**src/rtl/control_unit_pkg.sv**
```systemverilog
// Opcode, funct and ALU-operation encodings shared by the decoder and the ALU.
package control_unit_pkg;

  localparam logic [5:0] OP_RTYPE = 6'b000000;
  localparam logic [5:0] OP_J     = 6'b000010;
  localparam logic [5:0] OP_BEQ   = 6'b000100;
  localparam logic [5:0] OP_BNE   = 6'b000101;
  localparam logic [5:0] OP_ADDI  = 6'b001000;
  localparam logic [5:0] OP_ADDIU = 6'b001001;
  localparam logic [5:0] OP_SLTI  = 6'b001010;
  localparam logic [5:0] OP_SLTIU = 6'b001011;
  localparam logic [5:0] OP_ANDI  = 6'b001100;
  localparam logic [5:0] OP_ORI   = 6'b001101;
  localparam logic [5:0] OP_XORI  = 6'b001110;
  localparam logic [5:0] OP_LUI   = 6'b001111;
  localparam logic [5:0] OP_LW    = 6'b100011;
  localparam logic [5:0] OP_SW    = 6'b101011;

  localparam logic [5:0] FN_SLL  = 6'b000000;
  localparam logic [5:0] FN_SRL  = 6'b000010;
  localparam logic [5:0] FN_SRA  = 6'b000011;
  localparam logic [5:0] FN_ADD  = 6'b100000;
  localparam logic [5:0] FN_ADDU = 6'b100001;
  localparam logic [5:0] FN_SUB  = 6'b100010;
  localparam logic [5:0] FN_SUBU = 6'b100011;
  localparam logic [5:0] FN_AND  = 6'b100100;
  localparam logic [5:0] FN_OR   = 6'b100101;
  localparam logic [5:0] FN_XOR  = 6'b100110;
  localparam logic [5:0] FN_NOR  = 6'b100111;
  localparam logic [5:0] FN_SLT  = 6'b101010;
  localparam logic [5:0] FN_SLTU = 6'b101011;

  typedef enum logic [3:0] {
    ALU_ADD  = 4'b0000, ALU_SUB  = 4'b0001, ALU_AND = 4'b0010, ALU_OR  = 4'b0011,
    ALU_XOR  = 4'b0100, ALU_NOR  = 4'b0101, ALU_SLT = 4'b0110, ALU_SLTU = 4'b0111,
    ALU_SLL  = 4'b1000, ALU_SRL  = 4'b1001, ALU_SRA = 4'b1010, ALU_LUI = 4'b1011
  } aluc_e;

endpackage

```
**src/rtl/control_unit_alu_decoder.sv**
```systemverilog
// Maps OP/Func to an ALU operation and reports whether the pair is a supported instruction.
module control_unit_alu_decoder
  import control_unit_pkg::*;
(
  input  logic [5:0] OP,
  input  logic [5:0] Func,
  output aluc_e      aluc,
  output logic       legal
);

  always_comb begin
    aluc  = ALU_ADD;
    legal = 1'b1;
    case (OP)
      OP_RTYPE: begin
        case (Func)
          FN_ADD, FN_ADDU: aluc = ALU_ADD;
          FN_SUB, FN_SUBU: aluc = ALU_SUB;
          FN_AND:          aluc = ALU_AND;
          FN_OR:           aluc = ALU_OR;
          FN_XOR:          aluc = ALU_XOR;
          FN_NOR:          aluc = ALU_NOR;
          FN_SLT:          aluc = ALU_SLT;
          FN_SLTU:         aluc = ALU_SLTU;
          FN_SLL:          aluc = ALU_SLL;
          FN_SRL:          aluc = ALU_SRL;
          FN_SRA:          aluc = ALU_SRA;
          default:         legal = 1'b0;
        endcase
      end
      OP_ADDI, OP_ADDIU, OP_LW, OP_SW, OP_J: aluc = ALU_ADD;
      OP_BEQ, OP_BNE: aluc = ALU_SUB;
      OP_SLTI:        aluc = ALU_SLT;
      OP_SLTIU:       aluc = ALU_SLTU;
      OP_ANDI:        aluc = ALU_AND;
      OP_ORI:         aluc = ALU_OR;
      OP_XORI:        aluc = ALU_XOR;
      OP_LUI:         aluc = ALU_LUI;
      default:        legal = 1'b0;
    endcase
  end

endmodule

```
**src/rtl/control_unit.sv**
```systemverilog
// Single-cycle MIPS main decoder: combinational datapath controls plus a sticky illegal-op flag.
module control_unit
  import control_unit_pkg::*;
(
  input  logic       clk,
  input  logic       rst,
  input  logic       Zero,
  input  logic [5:0] OP,
  input  logic [5:0] Func,
  output logic       Jump,
  output logic       Branch,
  output logic       Mem2Reg,
  output logic       WriteMem,
  output logic       WriteReg,
  output logic [3:0] ALUC,
  output logic       ALUImm,
  output logic       REGRT,
  output logic       SEXT,
  output logic       BadOp
);

  aluc_e dec_aluc;
  logic  legal;

  control_unit_alu_decoder u_alu_dec (
    .OP    (OP),
    .Func  (Func),
    .aluc  (dec_aluc),
    .legal (legal)
  );

  // Illegal encodings fall through with every enable low so nothing architectural changes.
  always_comb begin
    Jump     = 1'b0;
    Branch   = 1'b0;
    Mem2Reg  = 1'b0;
    WriteMem = 1'b0;
    WriteReg = 1'b0;
    ALUImm   = 1'b0;
    REGRT    = 1'b0;
    SEXT     = 1'b0;
    ALUC     = dec_aluc;
    if (legal) begin
      case (OP)
        OP_RTYPE: WriteReg = 1'b1;
        OP_ADDI, OP_ADDIU, OP_SLTI, OP_SLTIU: begin
          WriteReg = 1'b1; REGRT = 1'b1; ALUImm = 1'b1; SEXT = 1'b1;
        end
        OP_ANDI, OP_ORI, OP_XORI, OP_LUI: begin
          WriteReg = 1'b1; REGRT = 1'b1; ALUImm = 1'b1;
        end
        OP_LW: begin
          WriteReg = 1'b1; REGRT = 1'b1; ALUImm = 1'b1; SEXT = 1'b1; Mem2Reg = 1'b1;
        end
        OP_SW: begin
          WriteMem = 1'b1; ALUImm = 1'b1; SEXT = 1'b1;
        end
        OP_BEQ: begin SEXT = 1'b1; Branch = Zero;  end
        OP_BNE: begin SEXT = 1'b1; Branch = ~Zero; end
        OP_J:   Jump = 1'b1;
        default: ;
      endcase
    end
  end

  always_ff @(posedge clk) begin
    if (rst)         BadOp <= 1'b0;
    else if (!legal) BadOp <= 1'b1;
  end

endmodule

```
**config.mk**
```make
export PLATFORM = sky130hd
export DESIGN_NAME = control_unit
export DESIGN_NICKNAME = d
export VERILOG_FILES = /design/src/rtl/control_unit_pkg.sv /design/src/rtl/control_unit_alu_decoder.sv /design/src/rtl/control_unit.sv
export SDC_FILE = /design/constraint.sdc
export NUM_CORES = 1
export LEC_CHECK = 0
export CAP_MARGIN = 20
export CORE_MARGIN = 3
export CORE_UTILIZATION = 36
export DETAILED_ROUTE_END_ITERATION = 8
export PLACE_DENSITY = 0.78
export SETUP_SLACK_MARGIN = 0.15
export SKIP_CTS_REPAIR_TIMING = 1
export SYNTH_ARGS = -nofsm -noshare
export SYNTH_HDL_FRONTEND = slang
export SYNTH_SLANG_ARGS = --single-unit
```
**constraint.sdc**
```tcl
create_clock -name clk -period 2.9 [get_ports clk]
set_input_delay 0.58 -clock clk [delete_from_list [all_inputs] [get_ports clk]]
set_output_delay 0.58 -clock clk [all_outputs]
set_load 0.02 [all_outputs]
```
==> flow_metrics.tcl <==
set metrics [dict create \
    synth-xor-area-share 0.0561 \
    worst_pin_slew_ns 0.334 \
    grt_max_degree 13 \
    ys_seq_area_frac 0.0428 \
    drv_cap 0 \
    dieArea_um2 1770 \
    place.gp.congestion 0.791 \
    synth_top_area_share 0.0802 \
    report.final.slew_viol_count 0 \
    drive_above_1_share 0.295 \
    grt.overflow.total 0 \
    place_inst 118 \
    hold_slack_ns 0.478 \
    synth_top_family_by_area "simple AND/OR/NAND/NOR gates" \
    hold_path.class "reg -> reg" \
    antenna_found_initial 0 \
    start_kind "input pin" \
    power_switching_mw 0.0476 \
    grt_pass1_wl_mm 2.49 \
    fill_cells 99 \
    p_int_mw 0.0702 \
    p_seq_frac 0.135 \
    synth.largest_area_cell "nor2b_1" \
    syn-num-nets 83 \
    synth-compound-area-share 0.307 \
    synth_edf_count 0 \
    ir_drop_uv 64.2 \
    die_width_um 42.1 \
    post-route-drc-count 0 \
    syn_area_um2 468 \
    ys_seq_elements 1 \
    synth-simple-area-share 0.457 \
    synth.area.top_cells "nor2b_1, xor2_1, a21oi_1, buf_6, nor2_1" \
    status "finished, final reports clean" \
    num_vias 624 \
    swShare 0.404 \
    final_core_util 0.733 \
    rsz0062_at_grt "yes" \
    p_per_area_nw_per_um2 139 \
    ys.flop_type "dfxtp_1" \
    avgViaCountPerCell 5.24 \
    pwr-share-comb 0.865 \
    ioPinCount 28 \
    layout.cells.non_filler 119 \
    floorplan.rows 12 \
    relSlewSlack 0.775 \
    drt_iter0_drc 6 \
    wl_mm 1.53 \
    area.growth.synth_to_final_pct 81.0 \
    grt_util_all_layers 0.165 \
    skew_ns 0 \
    dp_hpwl_mm 1.28 \
    clkPwrFrac 0 \
    p_leak_nw 0.449 \
    synth.distinct_cells 35 \
    fin_nets 122 \
    p_total_mw 0.118 \
    period_share 0.997 \
    diodes 0 \
    synth_warnings 0 \
    synth.mux.area_fraction 0 \
    arrival_ns 2.31 \
    syn_avg_cell_area_um2 6.88 \
    start_util 0.405 \
    grt_pass1_vias 556 \
    fp.dieH_um 42.1 \
    ant_nets 0 \
    port-buffer-count 27 \
    synth_commonest_cells "nor2_1, nor2b_1, a21oi_1" \
    reg_top3 "BadOp x1" \
    timing.fmax_ghz 0.346 \
    cp.required_ns 2.32 \
    worst_setup_path_end_kind "output port" \
    cp_max_fo 2 \
    worstSkewPairLatency_ns 0 \
    core_area_um2 1160 \
    period_needed_ns 2.89 \
    dr.pass1.iters 4 \
    synthAdderAreaFrac 0 \
    final-setup-viol-count 0 \
    synthArstFlopShare 0 \
    worstSetupPathType "in -> out" \
    largest-register "BadOp" \
    clk_pin_slew_worst_paths_ns 0 \
    post_drt_wl_per_cell_um 12.9 \
    hold_viol 0 \
    largest_reg_flops 1 \
    syn-instance-count 68 \
]
cell type report:
cell class / instances / area (um2) / area share
inverter: 3 / 11.3 / 0.0133
multi-input combinational: 58 / 402 / 0.474
sequential: 1 / 20.0 / 0.0236
tap: 14 / 17.5 / 0.0207
timing repair buffer: 43 / 397 / 0.468
layer usage:
layer | vias to the layer above | wire length (um) | track usage
met4 | 0 | 0 | 0
li1 | 323 | - | -
met3 | 0 | 74 | 0.00858
met2 | 13 | 753 | 0.284
met1 | 288 | 705 | 0.241
met5 | - | 0 | 0
final timing paths:
kind          from       to  slack (ns)  cells after the start
max          OP[5]  ALUC[1]       0.008                      6
min reg2reg  BadOp    BadOp        0.48                      2
min          BadOp    BadOp        0.48                      2
max reg2reg  BadOp    BadOp        2.17                      2
cell families after synthesis:
family          count (synthesis)
simple gates                   35
compound gates                 20
flops                           1
buf+inv                         9
xor+xnor                        3
cell usage in the layout (no fill, tap or decap), types with 2 or more instances in the layout:
cell type,count
buf_4,15
clkdlybuf4s50_1,12
dlymetal6s2s_1,7
nor2b_1,6
nor2_1,6
a21oi_1,5
buf_6,5
nand2_1,4
clkbuf_2,4
o21bai_1,3
xor2_1,3
nand3_1,3
inv_1,3
nor3_1,3
nor3b_1,2
or4_4,2
nand2b_1,2
o22ai_1,2
o21ai_0,2
power groups by stage:
| stage | clock, mW | combinational, mW | sequential, mW |
|---|---|---|---|
| floorplan | 0 | 0.0508 | 0.0171 |
| global placement | 0 | 0.0998 | 0.0158 |
| detailed placement | 0 | 0.102 | 0.0159 |
| CTS | 0 | 0.103 | 0.0159 |
| global route | 0 | 0.110 | 0.0159 |
| finish | 0 | 0.102 | 0.0159 |
critical path, stage by stage:
cell and delay (ns):
buf_6 0.09, or4_4 0.52, or4_4 0.43, or3b_4 0.42
o21ai_4 0.13, buf_6 0.13
per-stage QoR:
stage / setup TNS, ns / area, um2 / worst slack, ns
CTS: -3.81 / 833 / -0.837
detailed placement: -3.78 / 833 / -0.836
global placement: -3.62 / 833 / -0.826
floorplan: 0 / 485 / 0.0605
global route: -0.0719 / 847 / -0.0367
finish: 0 / 847 / 0.00787
No activity file was read; power rests on OpenSTA's default activity.
